### src/rtl/jtag_unlock_ctrl.sv
// Password-gated lock for the debug write path with timed sessions and lockout.
// Define JTAG_STICKY_LOCKOUT_EN to make lockout terminal until reset.
module jtag_unlock_ctrl #(
  parameter int KEY_W = 6,
  parameter int DATA_W = 6,
  parameter logic [KEY_W-1:0] KEY = 6'h2A,
  parameter int MAX_TRIES = 3,
  parameter int UNLOCK_CYCLES = 32,
  parameter int LOCKOUT_CYCLES = 16
) (
  input  logic                           clk,
  input  logic                           reset,
  input  logic                           req_valid,
  output logic                           req_ready,
  input  logic [KEY_W-1:0]               req_key,
  input  logic                           relock,
  input  logic                           wr_req,
  input  logic [DATA_W-1:0]              wr_data,
  output logic [DATA_W-1:0]              o_data,
  output logic                           unlocked,
  output logic                           lockout,
  output logic [$clog2(MAX_TRIES+1)-1:0] fail_cnt
);

  localparam int FW = $clog2(MAX_TRIES + 1);
  localparam int TMAX = (UNLOCK_CYCLES > LOCKOUT_CYCLES) ?
                        UNLOCK_CYCLES : LOCKOUT_CYCLES;
  localparam int TW = $clog2(TMAX + 1);
  localparam logic [TW-1:0] T_UNL = TW'(UNLOCK_CYCLES - 1);
  localparam logic [TW-1:0] T_LCK = TW'(LOCKOUT_CYCLES - 1);
  localparam logic [FW-1:0] TRIES = FW'(MAX_TRIES);

  typedef enum logic [1:0] {
    LOCKED   = 2'd0,
    CHECK    = 2'd1,
    UNLOCKED = 2'd2,
    LOCKOUT  = 2'd3
  } state_t;

  state_t            state, state_n;
  logic [KEY_W-1:0]  key_q, key_n;
  logic [TW-1:0]     timer, timer_n;
  logic [FW-1:0]     fail_n, fail_inc;
  logic [DATA_W-1:0] data_n;

  // Saturating increment so the bad-key count never wraps
  assign fail_inc = (fail_cnt == TRIES) ? fail_cnt : fail_cnt + 1'b1;

  always_ff @(posedge clk) begin
    if (reset) begin
      state    <= LOCKED;
      key_q    <= '0;
      timer    <= '0;
      fail_cnt <= '0;
      o_data   <= '0;
    end else begin
      state    <= state_n;
      key_q    <= key_n;
      timer    <= timer_n;
      fail_cnt <= fail_n;
      o_data   <= data_n;
    end
  end

  always_comb begin
    state_n = state;
    key_n   = key_q;
    timer_n = timer;
    fail_n  = fail_cnt;
    data_n  = o_data;
    case (state)
      LOCKED: begin
        if (req_valid) begin
          key_n   = req_key;
          state_n = CHECK;
        end
      end
      CHECK: begin
        if (key_q == KEY) begin
          state_n = UNLOCKED;
          fail_n  = '0;
          timer_n = T_UNL;
        end else begin
          fail_n = fail_inc;
          if (fail_inc == TRIES) begin
            state_n = LOCKOUT;
            timer_n = T_LCK;
          end else begin
            state_n = LOCKED;
          end
        end
      end
      UNLOCKED: begin
        // Relock wins over a same-cycle write
        if (relock) begin
          state_n = LOCKED;
        end else begin
          if (wr_req) data_n = wr_data;
          if (timer == '0) state_n = LOCKED;
          else timer_n = timer - 1'b1;
        end
      end
      LOCKOUT: begin
`ifdef JTAG_STICKY_LOCKOUT_EN
        state_n = LOCKOUT;
`else
        if (timer == '0) begin
          state_n = LOCKED;
          fail_n  = '0;
        end else begin
          timer_n = timer - 1'b1;
        end
`endif
      end
      default: state_n = LOCKED;
    endcase
  end

  assign req_ready = (state == LOCKED);
  assign unlocked  = (state == UNLOCKED);
  assign lockout   = (state == LOCKOUT);

endmodule

### config.mk
export PLATFORM = sky130hd
export DESIGN_NAME = jtag_unlock_ctrl
export DESIGN_NICKNAME = d
export VERILOG_FILES = /design/src/rtl/jtag_unlock_ctrl.sv
export SDC_FILE = /design/constraint.sdc
export NUM_CORES = 1
export LEC_CHECK = 0
export ABC_CLOCK_PERIOD_IN_PS = 1600
export BUFFER_PORTS_ARGS = -buffer_cell sky130_fd_sc_hd__clkbuf_2
export CORE_MARGIN = 5
export CORE_UTILIZATION = 45
export DETAILED_ROUTE_END_ITERATION = 10
export GPL_TIMING_DRIVEN = 0
export PLACE_DENSITY = 0.73
export SETUP_SLACK_MARGIN = 0.15
export SYNTH_ARGS = -nofsm -noshare
export SYNTH_HDL_FRONTEND = slang
export SYNTH_SLANG_ARGS = --single-unit
### constraint.sdc
create_clock -name clk -period 1.6 [get_ports clk]
set_input_delay 0.08 -clock clk [delete_from_list [all_inputs] [get_ports clk]]
set_output_delay 0.08 -clock clk [all_outputs]
set_load 0.01 [all_outputs]
### Word level (Yosys, flattened, before mapping)

Index checks and enable logic that the tools add are counted.

| storage, ports and cells | value |
|---|---|
| bits of input ports | 17 |
| logic and storage cells | 41 |
| output and inout bits | 11 |
| bits in registers | 22 |

| cells by class | value |
|---|---|
| bitwise operators | 1 |
| add/subtract/negate cells | 2 |
| equal/unequal tests | 10 |
| reductions and logical operators | 8 |
| mux-type cells | 15 |

Operators by type and width:

| kind | count |
|---|---|
| $mux 6 | 4 |
| $pmux 6 s3 | 1 |
| $mux 2 | 8 |
| $eq 2x2->1 const B | 4 |
| $pmux 2 s4 | 1 |
| $eq 6x6->1 const B | 1 |
| $logic_not 6->1 | 1 |
| $reduce_and 3->1 | 2 |
| $sub 6x1->6 const B | 1 |
| $ne 2x2->1 const B | 2 |
| $pmux 2 s2 | 1 |
| $reduce_and 2->1 | 2 |
| $ne 3x3->1 const B | 1 |
| $reduce_bool 3->1 | 1 |
| $add 2x1->2 const B | 1 |
| $eq 2x1->1 const B | 1 |
| $logic_not 2->1 | 1 |
| $ne 2x1->1 const B | 1 |
| $reduce_bool 2->1 | 1 |
| $not 1->1 | 1 |

### Logic depth before layout (Yosys ltp)

| depth | value |
|---|---|
| word-level depth | 6 |
| mapped depth | 8 |
| depth with buffers taken out | 7 |

### Worst setup path before layout

OpenSTA, ideal clock, no wires.

| timing | value |
|---|---|
| path type | reg2reg |
| from | register timer[0] |
| to | register timer[5] |
| stages on the path, launching flop included | 9 |
| setup time | 70 ps |
| path buffers | 1 |
| arrival time | 1,724 ps |
| required time | 1,530 ps |
| clock period less this slack | 1,794 ps |
| slack | -194 ps |
| path through | dfxtp_1 -> inv_1 -> ha_1 -> or3b_1 -> o21ai_2 -> o22a_1 -> buf_6 -> or4_1 -> a21oi_1 |

| between the ends | value |
|---|---|
| longest elaborated chain between the ends | 4 |
| elaborated cells between the ends (all ways) | 5 |
| those cells by class | add/sub (1); mux (3); reduce/logical (1) |

RTL lines:

| what | RTL line | source |
|---|---|---|
| start, declared | 42 | `logic [TW-1:0] timer, timer_n;` |
| start signal, assigned | 59 | `timer <= timer_n;` |
| $sub 6x1->6 or $logic_not 6->1 (tied branches) | n/a |  |
| $mux 6 * | 99, 107 |  |
| $mux 6 | 95 | `if (relock) begin` |
| $pmux 6 s3 * | 71 | `case (state)` |

Every way passes the cells marked *; elsewhere a longest branch is shown, timed or not. The select of a mux whose other input is x is not followed.
A chain may end at the register's enable or synchronous reset.

### Final worst setup path

| timing | value |
|---|---|
| from | register timer[0] |
| to | register timer[4] |

Same word-level chain as after synthesis.

==> flow_metrics.tcl <==
set metrics [dict create \
    num_rows 17 \
    drc 0 \
    crit_type "reg2reg" \
    root_buffer "clkbuf_4" \
    path_cells "inv_2, ha_4, or3b_4, o31ai_2, o22a_1, buf_6, mux2i_1, a21oi_1" \
    io_buffer_count 27 \
    setup_slack_ns -0.259 \
    synth_async_sr_flop_share_pct 0 \
    clk_pin_slew_ns 0.12 \
    n_antenna_cell 0 \
    relSlewSlack_pct 69.5 \
    yosysWarnings 0 \
    grt.total_usage_pct 15.2 \
    dpl.hpwl_um 1720 \
    drv_slew 0 \
    drt_wl_total_um 2660 \
    drive_above_1_share_pct 39.1 \
    htreeDepth 1 \
    p_sw_mw 0.239 \
    grt_overflow 0 \
    yosysSeqAreaShare_pct 43.3 \
    clk_latency_ns 0.31 \
    fin_crit_sh_pct 116 \
    peakVddDrop_v 0.000571 \
    cp-start-kind "register" \
    die_h_um 57.5 \
    syn_to_final_growth_pct 45.0 \
    syn_nets 141 \
    p_int_mw 0.870 \
    synth_compound_area_share_pct 18.7 \
    p_sw_share_pct 21.6 \
    synthAdderAreaFrac_pct 2.46 \
    status "complete, but fails checks" \
    core_area_mm2 0.00219 \
    nFillCells 181 \
    max_freq_mhz 538 \
    vias 1046 \
    drtIter0Drc 9 \
    yosysUniqueCellTypes 30 \
    critPathArrivalTime_ns 2.05 \
    power_density_mw_per_mm2 753 \
    grt_pass1_wl_um 4000 \
    avgSynthCellArea_um2 8.33 \
    synth_mux_area_share_pct 6.90 \
    ioPinCount 28 \
    violations "negative setup slack" \
    gp_congestion 0.759 \
    synthFlopType "dfxtp_1" \
    final_area_mm2 0.00147 \
    synth_top_family_by_area "simple AND/OR/NAND/NOR gates" \
    p_leak_nw 0.619 \
    fin_cells 197 \
    rsz0062_at_grt "true" \
    crit_fanout 7 \
    final_common_cell "clkbuf_2" \
    die-area_mm2 0.00331 \
    netlist_area_mm2 0.00102 \
    min_period_ns 1.86 \
    die_x_um 57.5 \
    synth_edf_count 0 \
    required_ns 1.79 \
    cts.sinks 22 \
    routedWlPerCell_um 13.5 \
    initial_core_util_pct 46.4 \
    clock_path_buffers 2 \
    seqPwrFrac_pct 51.8 \
    ys_ff_latch 22 \
    hp-class "in2reg" \
    drtPass1Iterations 4 \
    hold_viol 0 \
    grt_pass1_vias 973 \
    rrSetupSlack_ns -0.26 \
    antenna_found_initial 0 \
    num-nets-final 189 \
    postPlaceCellArea_mm2 0.00121 \
    power_frac_comb_pct 9.9 \
    clock_power_share_pct 38.3 \
    cts_tree "yes" \
    whs_ns 0.00160 \
    slowest_delay_ns 0.39 \
    grt_max_degree 14 \
    dp_cells 177 \
    pre_cts_ws_ns -0.274 \
    worst_slew_pin_slew_ns 0.458 \
    crit_path_end_kind "register" \
    setup_violations 9 \
    synth_simple_gate_area_share_pct 22.2 \
    maxCapViolations 0 \
    setup-tns-final_ns -1.53 \
    synth-xor-area-share_pct 0 \
    clock_skew_ns 0.00246 \
    antenna_left 0 \
    layout_common_cells "28 x clkbuf_2, 19 x nand2_1, 19 x dfxtp_1" \
    crit_slowest_cell "or3b_4" \
    synth_cells 122 \
    cts_made_buffers 3 \
    vias_per_cell 5.31 \
]
-- critical path, delay by kind of cell (launching register included) --
kind | cells | cell delay [ns]
flops | 1 | 0.36
simple gates | 1 | 0.39
mux | 1 | 0.18
buf+inv | 2 | 0.22
fa+ha+maj | 1 | 0.12
compound gates | 3 | 0.47
-- cell families after synthesis --
group                    after synthesis
AND/OR/NAND/NOR                       47
AO/OA/AOI/OAI                         31
flip-flops                            22
buffers and inverters                 13
multiplexers                           7
adder cells (fa/ha/maj)                2
-- cells in the mapped netlist, drive strengths merged (2+ instances only) --
cell	count	share of area [%]
dfxtp	22	43
nand2	21	7.8
a21oi	14	6.9
nor2	14	5.2
inv	8	3.0
mux2i	7	6.9
o21ai	7	3.8
a221oi	3	2.6
and2	2	1.4
buf	2	1.8
clkbuf	2	0.74
ha	2	2.5
nor3	2	0.99
o31ai	2	1.5
or2	2	1.2
-- final timing paths --
check | endpoint | cells after the start | startpoint
worst min-delay path | o_data[1] | 3 | wr_data[1]
worst max-delay path | timer[4] | 8 | timer[0]
worst max register to register | timer[4] | 8 | timer[0]
worst min register to register | key_q[3] | 2 | key_q[3]
-- layer usage --
metal | share of wire [%] | up-vias | GRT usage [%]
li1 | - | 514 | -
met1 | 40 | 502 | 16.1
met2 | 55 | 26 | 29.5
met3 | 3.6 | 4 | 2.94
met4 | 1.3 | 0 | 4.97
met5 | 0 | - | 0
-- repair_timing --
| item | 4_1_cts | 5_1_grt |
|---|---|---|
| pin swaps | 2 | 10 |
| setup buffers | 7 | 3 |
| cloned | 0 | 0 |
| endpoints found under the hold margin | 6 | 0 |
| setup endpoints to repair | 16 | 16 |
| hold buffers | 6 | 0 |
| resized for setup | 3 | 19 |
-- power groups by stage --
stage               logic (mW)  registers (mW)  clock network, mW
CTS                      0.102           0.573              0.433
global route             0.123           0.577              0.457
floorplan               0.0502           0.584                  0
finish                   0.110           0.575              0.425
global placement        0.0844           0.584                  0
detailed placement      0.0875           0.585                  0
-- through the flow --
stage,utilization [%],power [mW]
2_1_floorplan,-,0.634
3_3_place_gp,55.1,0.669
3_5_place_dp,55.1,0.672
4_1_cts,62.9,1.11
5_1_grt,67.2,1.16
6_report,67.2,1.11
-- flip-flops by register name, indices dropped and copies added, names as in the netlist --
register and flops:
fail_cnt 2, o_data 6, state 2, key_q 6, timer 6
-- final cells by class --
type | count | area [µm²] | share of cell area, %
Buffer | 5 | 36.3 | 2.46
Clock buffer | 3 | 22.5 | 1.53
Clock inverter | 1 | 30.0 | 2.04
Inverter | 8 | 30.0 | 2.04
Multi-Input combinational cell | 87 | 597 | 40.5
Sequential cell | 22 | 444 | 30.2
Tap cell | 28 | 35.0 | 2.38
Timing Repair Buffer | 43 | 278 | 18.9
Power figures use the tool's default switching activity.
